$ cat src/rtl/alu_pkg.sv
// Shared ALU definitions: status-word flag positions and the segment-width
// legality check used by the segmented adder.
package alu_pkg;

  localparam int FLAG_Z     = 0;
  localparam int FLAG_V     = 1;
  localparam int FLAG_N     = 2;
  localparam int FLAG_C     = 3;
  localparam int FLAG_COUNT = 4;

  // A segment width is usable only if it tiles the operand exactly.
  function automatic bit seg_width_ok(input int width, input int seg_w);
    return (seg_w > 0) && (width >= seg_w) && ((width % seg_w) == 0);
  endfunction

endpackage

$ cat src/rtl/adder_seg_stage.sv
// One registered SEG_W-bit slice of the pipelined adder: sums its operand
// segment with the incoming carry and captures sum, carry, zero and valid.
module adder_seg_stage #(
  parameter int SEG_W = 8
) (
  input  logic             clk,
  input  logic             reset,
  input  logic             en,
  input  logic             valid_in,
  input  logic [SEG_W-1:0] a_seg,
  input  logic [SEG_W-1:0] b_seg,
  input  logic             cin,
  output logic [SEG_W-1:0] sum_seg,
  output logic             cout,
  output logic             zero,
  output logic             valid_out,
  output logic             c_msb
);

  logic [SEG_W:0] total;
  logic           carry_into_msb;

  assign total = {1'b0, a_seg} + {1'b0, b_seg} + {{SEG_W{1'b0}}, cin};
  // Carry into the top bit is recovered from the top bit's sum equation.
  assign carry_into_msb = a_seg[SEG_W-1] ^ b_seg[SEG_W-1] ^ total[SEG_W-1];

  always_ff @(posedge clk) begin
    if (reset) begin
      sum_seg   <= '0;
      cout      <= 1'b0;
      zero      <= 1'b0;
      valid_out <= 1'b0;
      c_msb     <= 1'b0;
    end else if (en) begin
      sum_seg   <= total[SEG_W-1:0];
      cout      <= total[SEG_W];
      zero      <= (total[SEG_W-1:0] == '0);
      valid_out <= valid_in;
      c_msb     <= carry_into_msb;
    end
  end

endmodule

$ cat src/rtl/pipelined_adder.sv
// Segmented, back-pressurable adder/subtractor: one SEG_W slice per stage,
// operand skew in front of each slice and result alignment behind it.
module pipelined_adder
  import alu_pkg::*;
#(
  parameter int WIDTH = 32,
  parameter int SEG_W = 8
) (
  input  logic             clk,
  input  logic             reset,
  input  logic             in_valid,
  output logic             in_ready,
  input  logic [WIDTH-1:0] a,
  input  logic [WIDTH-1:0] b,
  input  logic             cin,
  input  logic             sub,
  input  logic             sign,
  output logic             out_valid,
  input  logic             out_ready,
  output logic [WIDTH-1:0] s,
  output logic             cout,
  output logic             z,
  output logic             v,
  output logic             n
);

  localparam int STAGES = (SEG_W > 0) ? (WIDTH / SEG_W) : 1;

  if (!seg_width_ok(WIDTH, SEG_W)) begin : g_bad_seg_w
    $error("pipelined_adder: WIDTH must be a positive multiple of SEG_W");
  end

  logic             adv;
  logic [WIDTH-1:0] b_eff;
  logic             c0;
  logic [STAGES-1:0] stage_valid;
  logic [STAGES-1:0] stage_carry;
  logic [STAGES-1:0] zero_aligned;
  logic [WIDTH-1:0]  s_aligned;
  logic              top_c_msb;
  logic [1:0]        mode_q [STAGES];
  logic [FLAG_COUNT-1:0] flags;
  logic              sign_out;
  logic              sub_out;

  assign adv      = !out_valid | out_ready;
  assign in_ready = adv;
  assign b_eff    = sub ? ~b : b;
  assign c0       = cin ^ sub;

  // sign/sub travel alongside the beat so the flags use the beat's own mode.
  always_ff @(posedge clk) begin
    if (reset) begin
      for (int k = 0; k < STAGES; k++) mode_q[k] <= 2'b00;
    end else if (adv) begin
      mode_q[0] <= {sign, sub};
      for (int k = 1; k < STAGES; k++) mode_q[k] <= mode_q[k-1];
    end
  end

  for (genvar j = 0; j < STAGES; j++) begin : g_seg
    localparam int LO    = j * SEG_W;
    localparam int DELAY = STAGES - 1 - j;

    logic [SEG_W-1:0] op_a;
    logic [SEG_W-1:0] op_b;
    logic             seg_cin;
    logic             seg_vin;
    logic [SEG_W-1:0] seg_sum;
    logic             seg_zero;
    logic             seg_c_msb;

    if (j == 0) begin : g_first
      assign op_a    = a[LO +: SEG_W];
      assign op_b    = b_eff[LO +: SEG_W];
      assign seg_cin = c0;
      assign seg_vin = in_valid;
    end else begin : g_skew
      logic [SEG_W-1:0] a_sk [j];
      logic [SEG_W-1:0] b_sk [j];

      always_ff @(posedge clk) begin
        if (reset) begin
          for (int i = 0; i < j; i++) begin
            a_sk[i] <= '0;
            b_sk[i] <= '0;
          end
        end else if (adv) begin
          a_sk[0] <= a[LO +: SEG_W];
          b_sk[0] <= b_eff[LO +: SEG_W];
          for (int i = 1; i < j; i++) begin
            a_sk[i] <= a_sk[i-1];
            b_sk[i] <= b_sk[i-1];
          end
        end
      end

      assign op_a    = a_sk[j-1];
      assign op_b    = b_sk[j-1];
      assign seg_cin = stage_carry[j-1];
      assign seg_vin = stage_valid[j-1];
    end

    adder_seg_stage #(.SEG_W(SEG_W)) u_stage (
      .clk       (clk),
      .reset     (reset),
      .en        (adv),
      .valid_in  (seg_vin),
      .a_seg     (op_a),
      .b_seg     (op_b),
      .cin       (seg_cin),
      .sum_seg   (seg_sum),
      .cout      (stage_carry[j]),
      .zero      (seg_zero),
      .valid_out (stage_valid[j]),
      .c_msb     (seg_c_msb)
    );

    if (j == STAGES - 1) begin : g_msb
      assign top_c_msb = seg_c_msb;
    end else begin : g_no_msb
      logic unused_c_msb;
      assign unused_c_msb = seg_c_msb;
    end

    if (DELAY == 0) begin : g_direct
      assign s_aligned[LO +: SEG_W] = seg_sum;
      assign zero_aligned[j]        = seg_zero;
    end else begin : g_align
      // Early segments wait here until the top segment catches up.
      logic [SEG_W:0] r_sk [DELAY];

      always_ff @(posedge clk) begin
        if (reset) begin
          for (int i = 0; i < DELAY; i++) r_sk[i] <= '0;
        end else if (adv) begin
          r_sk[0] <= {seg_zero, seg_sum};
          for (int i = 1; i < DELAY; i++) r_sk[i] <= r_sk[i-1];
        end
      end

      assign s_aligned[LO +: SEG_W] = r_sk[DELAY-1][SEG_W-1:0];
      assign zero_aligned[j]        = r_sk[DELAY-1][SEG_W];
    end
  end

  assign sign_out = mode_q[STAGES-1][1];
  assign sub_out  = mode_q[STAGES-1][0];

  always_comb begin
    flags         = '0;
    flags[FLAG_C] = stage_carry[STAGES-1];
    flags[FLAG_Z] = &zero_aligned;
    flags[FLAG_N] = sign_out ? s_aligned[WIDTH-1]
                             : (sub_out & !stage_carry[STAGES-1]);
    flags[FLAG_V] = sign_out ? (stage_carry[STAGES-1] ^ top_c_msb)
                             : (sub_out ? !stage_carry[STAGES-1] : stage_carry[STAGES-1]);
  end

  assign out_valid = stage_valid[STAGES-1];
  assign s         = s_aligned;
  assign cout      = flags[FLAG_C];
  assign z         = flags[FLAG_Z];
  assign v         = flags[FLAG_V];
  assign n         = flags[FLAG_N];

endmodule

$ cat config.mk
export PLATFORM = sky130hd
export DESIGN_NAME = pipelined_adder
export DESIGN_NICKNAME = d
export VERILOG_FILES = /design/src/rtl/alu_pkg.sv /design/src/rtl/adder_seg_stage.sv /design/src/rtl/pipelined_adder.sv
export SDC_FILE = /design/constraint.sdc
export NUM_CORES = 1
export LEC_CHECK = 0
export ABC_CLOCK_PERIOD_IN_PS = 5600
export CORE_MARGIN = 3
export CORE_UTILIZATION = 55
export CTS_CLUSTER_SIZE = 28
export DETAILED_ROUTE_END_ITERATION = 8
export DONT_BUFFER_PORTS = 1
export PLACE_DENSITY = 0.72
export SYNTH_ARGS = -nofsm -noshare
export SYNTH_HDL_FRONTEND = slang
export SYNTH_SLANG_ARGS = --single-unit
$ cat constraint.sdc
create_clock -name clk -period 5.6 [get_ports clk]
set_clock_uncertainty 0.05 [all_clocks]
set_input_delay 1.68 -clock clk [delete_from_list [all_inputs] [get_ports clk]]
set_output_delay 1.68 -clock clk [all_outputs]
set_load 0.01 [all_outputs]
## Word level (Yosys, flattened, before mapping)

Memories as Yosys holds them, arrays and structs flattened.
Cells that the tools add are included.

- Input port bits: 71
- Logic and storage cells: 105
- Bits in writable memories: 158
- Memories kept: 10
- Register bits: 45
- Output and inout bits: 38

- Multiplexer cells: 34
- Bitwise logic cells: 26
- Reductions and logical operators: 10
- $add $sub $neg: 8

Memory list:

| name | words | width | rd ports | clocked after Yosys merged registers in | wr ports | RTL line | text |
|---|---|---|---|---|---|---|---|
| g_seg[0].g_align.r_sk | 3 | 9 | 3 | 0 | 3 | pipelined_adder.sv:131 | `logic [SEG_W:0] r_sk [DELAY];` |
| g_seg[3].g_skew.a_sk | 3 | 8 | 3 | 0 | 3 | pipelined_adder.sv:79 | `logic [SEG_W-1:0] a_sk [j];` |
| g_seg[3].g_skew.b_sk | 3 | 8 | 3 | 0 | 3 | pipelined_adder.sv:80 | `logic [SEG_W-1:0] b_sk [j];` |
| g_seg[1].g_align.r_sk | 2 | 9 | 2 | 0 | 2 | pipelined_adder.sv:131 |  |
| g_seg[2].g_skew.a_sk | 2 | 8 | 2 | 0 | 2 | pipelined_adder.sv:79 |  |
| g_seg[2].g_skew.b_sk | 2 | 8 | 2 | 0 | 2 | pipelined_adder.sv:80 |  |
| +4 memories | n/a | n/a | n/a | n/a | n/a | n/a |  |

Operators by type and width:

| kind | count |
|---|---|
| 2-to-1 mux 8 bit | 12 |
| 2-to-1 mux 9 bit | 6 |
| adder 8 x 8 -> 9 bit | 4 |
| adder 9 x 1 -> 9 bit | 4 |
| logical NOT 8 bit | 4 |
| 2-to-1 mux 32 bit | 1 |
| NOT 32 bit | 1 |
| bitwise OR 1 bit | 20 |
| OR reduction 8 bit | 2 |
| 2-to-1 mux 1 bit | 11 |
| OR reduction 9 bit | 1 |
| 2-to-1 mux 2 bit | 4 |
| AND reduction 4 bit | 1 |
| bitwise XOR 1 bit | 4 |
| logical NOT 1 bit | 2 |
| bitwise AND 1 bit | 1 |

## Depth between registers and ports, before layout

Gate-level depths: netlist of the first run.

- Depth in word-level cells: 7
- Depth in mapped cells: 12

## Modules after synthesis

From an unflattened synthesis of the first run, not the netlist that was laid out.

- Cells, all modules: 773
- Area total of the unflattened synthesis: 10,383.7 sq um

Modules (own cells, without submodules):

| module | times used | cells an instance | area an instance (sq um) |
|---|---|---|---|
| pipelined_adder | 1 | 422 | 7,195.7 |
| adder_seg_stage at g_seg[1].u_stage ... | 2 | 88 | 802.0 |
| adder_seg_stage at g_seg[3].u_stage | 1 | 89 | 804.5 |
| adder_seg_stage at g_seg[0].u_stage | 1 | 86 | 779.5 |

## Worst setup path after synthesis of the first run

No wires, ideal clock.

- Kind: input to register
- Start point: input out_ready
- End point: memory g_seg[0].g_align.r_sk[0][0] (netlist bit) (enable)
- Library setup time: 0.510 ns
- Path slack: -0.313 ns
- Cell stages on the path: 5
- Data arrival time: 5.353 ns
- Cell sequence: nor2b_1 inv_1 clkbuf_1 nor2_1 inv_1

RTL lines:

| item | RTL line | text |
|---|---|---|
| start: declaration | pipelined_adder.sv:19 | `input logic out_ready,` |
| end: declaration | pipelined_adder.sv:131 |  |

## Worst setup path after layout of the first run

- Start point: input out_ready
- End point: output in_ready

- Cells in the longest elaborated chain, start to end: 1

Ends and longest elaborated chain:

| item | RTL line | text |
|---|---|---|
| bitwise OR 1 bit | pipelined_adder.sv:46 | `assign adv = !out_valid \| out_ready;` |
| end: declaration | pipelined_adder.sv:12 | `output logic in_ready,` |

Every way passes these cells.

==> impl_metrics.json, run 1 <==
{
  "period_minus_slack_ns": 3.74,
  "criticalPathCategory": "in2out",
  "synthCells": 765,
  "ys_ff_latch": 203,
  "row_count": 46,
  "grt.busiest_layer": "met2",
  "rsz0062_at_grt": "no",
  "vias": 5405,
  "area_growth_pct": 7.16,
  "cp_num_buf_inv": 1,
  "drv_cap": 0,
  "irDropWorstVdd_uv": 183,
  "ant_nets": 0,
  "crit_slowest_cell": "inv_4",
  "drt_iter0_markers": 377,
  "worstMarginPinSlew_ns": 1.11,
  "ys_warn_count": 0,
  "crit-reg2reg-launch": "g_seg[3].u_stage.valid_out",
  "path_cells": "nor2b_4 > inv_4",
  "synth_fp_nets": 873,
  "power_density_nw_per_um2": 347,
  "layout-drive-gt1-share_pct": 6.12,
  "cp-start-kind": "primary input",
  "crit_arrival_ns": 2.01,
  "required_ns": 3.87,
  "maxSlewHeadroom_pct": 26.1,
  "crit_family": "buffers and inverters",
  "ff2ff_path_depth": 5,
  "hold_path_end": "g_seg[2].u_stage.sum_seg[3]",
  "cts-root-buf": "clkbuf_16",
  "cts_sinks": 203,
  "end_kind": "primary output",
  "die_w_um": 135,
  "dr.pass1.iters": 5,
  "place_hpwl_um": 10700,
  "track_usage_pct": 17.8,
  "use_met2_pct": 27.8,
  "synth_flop_cell": "edfxtp_1",
  "worst-r2r-setup-slack_ns": 2.77,
  "routedWlPerCell_um": 16.9,
  "portBuffers": 0,
  "drt_wl_total_um": 16200,
  "grt_use_met3_pct": 4.94,
  "gp_congestion": 0.805,
  "status": "complete, no violations",
  "finalNetCount": 829,
  "antenna_found_initial": 7,
  "critPathMaxFanout": 49,
  "async_flop_share_pct": 0,
  "slowest_delay_ns": 0.30,
  "critPathLaunch": "out_ready",
  "grt_max_degree": 131,
  "start_util_pct": 57.1,
  "hold_path_depth": 2,
  "setup_tns_ns": 0,
  "hold_viol_final": 0,
  "clkLatencyLatePin_ns": 0.49,
  "cts_buffers": 21,
  "cts.repair.resized": 0,
  "hp-start": "g_seg[2].u_stage.sum_seg[3]",
  "ys_types": 49,
  "grtUsageMet1_pct": 24.6,
  "viasPerCell": 5.64,
  "min_period_over_period_pct": 66.8,
  "grt_pass1_wl_um": 26500,
  "htreeDepth": 1,
  "syn_area_per_cell_um2": 12.0,
  "slew_viol_final": 0,
  "first_global_vias": 5333,
  "cts_tree": "done",
  "die_area_um2": 18300,
  "mappedNetlistArea_um2": 9210,
  "clock_path_buffers": 3,
  "clkTransAtPathRegs_ns": 0.06,
  "finalSetupViolations": 0,
  "min_path_type": "reg2reg",
  "ys_seq_area_share_pct": 61.3,
  "synth_edf_count": 158,
  "grt_overflow": 0,
  "drc": 0,
  "io_pins": 109,
  "fillers": 1255,
  "die_h_um": 135,
  "core_region_area_um2": 16100,
  "fmax_ghz": 0.267,
  "r2r_end": "g_seg[3].g_skew.a_sk[0][7]",
  "power_leakage_nw": 4.35,
  "cts_hold_buf": 0,
  "whs_ns": 0.398,
  "post-cts-setup-buffers": 0
}
==> state kept, by name (all words and copies together), names as in the netlist <==
signal                   cells
g_seg.u_stage.sum_seg       32
g_seg.u_stage.c_msb          1
g_seg.u_stage.zero           4
g_seg.u_stage.cout           4
g_seg.g_align.r_sk          54
mode_q                       8
g_seg.u_stage.valid_out      4
g_seg.g_skew.b_sk           48
g_seg.g_skew.a_sk           48
==> worst reg2reg max path: cells and delay by family, from the launching register on <==
kind | cells | cell delay [ns]
simple gates | 2 | 0.62
flops | 1 | 0.38
buf+inv | 3 | 1.31
==> kinds of logic after synthesis <==
logic type                 synth area share (%)
muxes                                     0.340
xor gates and xnor gates                   4.57
buffers and inverters                      4.85
and+or+nand+nor                            16.6
AOI/OAI and AO/OA                          6.66
adders and majority gates                  5.68
DFF                                        61.3
==> placed cells by master (no fill, tap or decap), types with 6 or more instances in the layout <==
cell / count
nand2_1: 50
a21oi_1: 36
ha_1: 29
clkinv_2: 6
xor2_1: 13
nor2_1: 58
inv_1: 19
o21ai_1: 6
dfxtp_1: 45
clkbuf_16: 21
a211oi_1: 13
nor3_1: 7
edfxtp_1: 158
nor2b_1: 7
diode_2: 7
o21ai_0: 8
and3_1: 134
fa_1: 8
xnor2_1: 35
==> synth_stat cells (4+ instances only) <==
| cell type | count | area [um^2] |
|---|---|---|
| a211oi_1 | 13 | 97.6 |
| a21oi_1 | 36 | 180 |
| a221oi_1 | 4 | 35.0 |
| and3_1 | 134 | 838 |
| buf_4 | 24 | 180 |
| clkbuf_1 | 46 | 173 |
| dfxtp_1 | 45 | 901 |
| edfxtp_1 | 158 | 4740 |
| fa_1 | 8 | 160 |
| ha_1 | 29 | 363 |
| inv_1 | 21 | 78.8 |
| nand2_1 | 50 | 188 |
| nand2b_1 | 4 | 25.0 |
| nor2_1 | 58 | 218 |
| nor2b_1 | 8 | 50.1 |
| nor3_1 | 7 | 35.0 |
| nor4_1 | 5 | 31.3 |
| o21a_1 | 5 | 37.5 |
| o21ai_0 | 8 | 40.0 |
| o21ai_1 | 6 | 30.0 |
| xnor2_1 | 35 | 307 |
| xor2_1 | 13 | 114 |
==> where the power goes <==
group	internal (W)	total, W	switching, W
clock network	0.000827	0.00137	0.000540
logic	0.000132	0.000288	0.000156
registers	0.00173	0.00177	0.0000448
==> per-stage QoR <==
stage / area, um^2 / power, W / worst slack, ns / std cells / util (%)
4_1_cts: 9850 / 0.00346 / 1.86 / 951 / 61.1
5_1_grt: 9870 / 0.00356 / 1.80 / 958 / 61.2
2_1_floorplan: 9210 / 0.00204 / 0.164 / 765 / -
6_report: 9870 / 0.00343 / 1.86 / 958 / 61.2
3_3_place_gp: 9170 / 0.00208 / 1.67 / 914 / 56.9
3_5_place_dp: 9170 / 0.00209 / 1.51 / 914 / 56.9
==> layout make-up <==
cell class                 instances  area, um^2  area share, %
antenna                            7        17.5          0.178
multi-input combinational        467        3120           31.6
clock inverter                    13         144           1.46
timing repair buffer               5        37.5          0.380
inverter                          23        92.6          0.938
sequential                       203        5650           57.2
tap                              216         270           2.74
clock buffer                      24         537           5.44
==> per-layer routing <==
layer	routed length, um	vias to the layer above
met4	374	0
met1	7280	2537
met3	1170	28
li1	-	2666
met2	7370	174
met5	0	-
==> how the worst max path moves through the flow <==
| stage | end | slack (ns) | depth (start not counted) |
|---|---|---|---|
| floorplan | g_seg[0].g_align.r_sk[0][0] | 0.16 | 5 |
| global placement | g_seg[3].g_skew.a_sk[0][5] | 1.67 | 5 |
| detailed placement | g_seg[0].u_stage.zero | 1.51 | 10 |
| CTS | in_ready | 1.86 | 2 |
| global route | in_ready | 1.80 | 2 |
| finish | in_ready | 1.86 | 2 |
No activity file was read; power rests on OpenSTA's default activity.
==> run 2, diff against run 1 <==
--- a/config.mk
+++ b/config.mk
@@ -5,13 +5,13 @@
 export SDC_FILE = /design/constraint.sdc
 export NUM_CORES = 1
 export LEC_CHECK = 0
-export ABC_CLOCK_PERIOD_IN_PS = 5600
+export ABC_CLOCK_PERIOD_IN_PS = 3700
 export CORE_MARGIN = 3
 export CORE_UTILIZATION = 55
 export CTS_CLUSTER_SIZE = 28
 export DETAILED_ROUTE_END_ITERATION = 8
 export DONT_BUFFER_PORTS = 1
-export PLACE_DENSITY = 0.72
+export PLACE_DENSITY = 0.69
 export SYNTH_ARGS = -nofsm -noshare
 export SYNTH_HDL_FRONTEND = slang
 export SYNTH_SLANG_ARGS = --single-unit
==> constraint.sdc (replaced) <==
create_clock -name clk -period 3.7 [get_ports clk]
set_clock_uncertainty 0.05 [all_clocks]
set_input_delay 1.11 -clock clk [delete_from_list [all_inputs] [get_ports clk]]
set_output_delay 1.11 -clock clk [all_outputs]
set_load 0.01 [all_outputs]
==> run 2 against run 1 <==
Compared with the run above:
- power is 51% higher
- largest power group unchanged
- hold slack worse by 0.0032 ns
- largest cell class unchanged
- setup slack got worse by 1.2 ns
- die area unchanged
- utilization rose by 0.20 points
- sequential power is 51% higher
- final area is 0.33% higher
- flip-flop and latch count did not move
- register-to-register slack got worse by 1.7 ns
- routed wire length shrank 3.0%
- critical endpoint is now g_seg[0].u_stage.zero
- non-clock buffer count up 2
- critical path depth rose by 8
==> impl_metrics.json, run 2 (synthesis gave the netlist of run 1 again) <==
{
  "grt_max_degree": 143,
  "drc": 0,
  "diodes": 0,
  "layout-drive-gt1-share_pct": 6.24,
  "cp_num_cells": 10,
  "routedWlPerCell_um": 16.5,
  "power_density_nw_per_um2": 524,
  "mostFrequentLayoutCells": "edfxtp_1 (158), and3_1 (134), nor2_1 (57)",
  "slew_viol_final": 0,
  "finalNetCount": 831,
  "cp_num_buf_inv": 1,
  "criticalPathCategory": "in2reg",
  "cts_buffers": 21,
  "maxSlewHeadroom_pct": 55.9,
  "drt_iter0_markers": 391,
  "cts-root-buf": "clkbuf_16",
  "die_area_um2": 18300,
  "finalSetupViolations": 0,
  "die_h_um": 135,
  "vias": 5307,
  "die_w_um": 135,
  "first_global_vias": 5084,
  "place_hpwl_um": 10500,
  "min_path_type": "reg2reg",
  "cts_hold_buf": 0,
  "grt_overflow": 0,
  "regMostFlops": "g_seg.g_align.r_sk",
  "crit_family": "compound AO/OA/AOI/OAI gates",
  "min_period_over_period_pct": 80.8,
  "cts_sinks": 203,
  "drv_cap": 0,
  "gp_congestion": 0.797,
  "area_growth_pct": 7.52,
  "antenna_found_initial": 0,
  "irDropWorstVdd_uv": 320,
  "crit_slowest_cell": "or4b_1",
  "crit_arrival_ns": 3.35,
  "critPathMaxFanout": 34,
  "start_util_pct": 57.1,
  "path_cells": "xnor2_1 > fa_1 > inv_1 > fa_1 > a211oi_1 > o21bai_1 > a21oi_1 > xnor2_1 > or4b_1 > o21ai_1",
  "ff2ff_path_depth": 9,
  "clock_path_buffers": 3,
  "drt_wl_total_um": 15700,
  "htreeDepth": 1,
  "cts.repair.resized": 0,
  "largest_register_ffs": 54,
  "viasPerCell": 5.57,
  "dr.pass1.iters": 5,
  "stdcell_area_um2": 9900,
  "slowest_delay_ns": 0.48,
  "period_minus_slack_ns": 2.99,
  "worstMarginPinSlew_ns": 0.661,
  "cp-start-kind": "primary input",
  "clkLatencyLatePin_ns": 0.48,
  "core_region_area_um2": 16100,
  "io_pins": 109,
  "grt_pass1_wl_um": 25600,
  "fmax_ghz": 0.334,
  "final_common_cell": "edfxtp_1",
  "hold_viol_final": 0,
  "end_kind": "register",
  "final_util_pct": 61.4,
  "whs_ns": 0.394,
  "cts_tree": "done",
  "ant_nets": 0,
  "post-cts-setup-buffers": 0,
  "portBuffers": 0,
  "placed_area_um2": 9220,
  "clkTransAtPathRegs_ns": 0.06,
  "power_leakage_nw": 4.37,
  "required_ns": 4.06,
  "rsz0062_at_grt": "no",
  "row_count": 46,
  "track_usage_pct": 17.2,
  "hold_path_depth": 2,
  "reg_top3": "g_seg.g_align.r_sk (54), g_seg.g_skew.a_sk (48), g_seg.g_skew.b_sk (48)",
  "status": "complete, no violations"
}
==> run 2: changes by cell type in the layout (fill, tap and decap cells not counted), moves of 2 or more <==
cell	before	now
diode_2	7	0
clkbuf_1	3	5
buf_12	0	2
clkinv_2	6	4
==> run 2: final timing paths <==
kind | slack [ns] | start | endpoint
min | 0.39 | g_seg[0].u_stage.sum_seg[3] | g_seg[0].u_stage.sum_seg[3]
max reg2reg | 1.11 | g_seg[2].g_skew.b_sk[0][8] | g_seg[2].u_stage.sum_seg[6]
min reg2reg | 0.39 | g_seg[0].u_stage.sum_seg[3] | g_seg[0].u_stage.sum_seg[3]
max | 0.71 | sub | g_seg[0].u_stage.zero
==> run 2: metrics by stage <==
step	TNS [ns]	setup WS, ns	total power, W	instances
2_1_floorplan	-115.09	-0.728	0.00308	765
3_3_place_gp	0	0.355	0.00314	916
3_5_place_dp	0	0.242	0.00316	916
4_1_cts	0	0.723	0.00525	953
5_1_grt	0	0.574	0.00540	953
6_report	0	0.709	0.00518	953
==> run 2: worst min-delay path: cells and delay by family (launching register included) <==
kind            cells  cell delay, ns
flops               1            0.31
simple gates        1            0.05
compound gates      1            0.05
==> run 2: per-layer routing <==
layer  vias to the layer above  global-route usage, %  wire, um
li1                       2654                      -         -
met1                      2495                   24.8      7490
met2                       136                   26.5      6960
met4                         0                   4.03       277
met3                        22                   4.31       982
met5                         -                      0         0
==> run 2: cell type report <==
| class | count | area (um^2) |
|---|---|---|
| sequential | 203 | 5650 |
| multi-input combinational | 467 | 3130 |
| inverter | 23 | 92.6 |
| clock buffer | 27 | 558 |
| fill | 1266 | 6220 |
| timing repair buffer | 7 | 77.6 |
| tap | 216 | 270 |
| clock inverter | 10 | 125 |
==> run 2: where the power goes <==
part	internal, W	switching (W)
logic	0.000201	0.000233
clock network	0.00127	0.000796
registers	0.00262	0.0000672
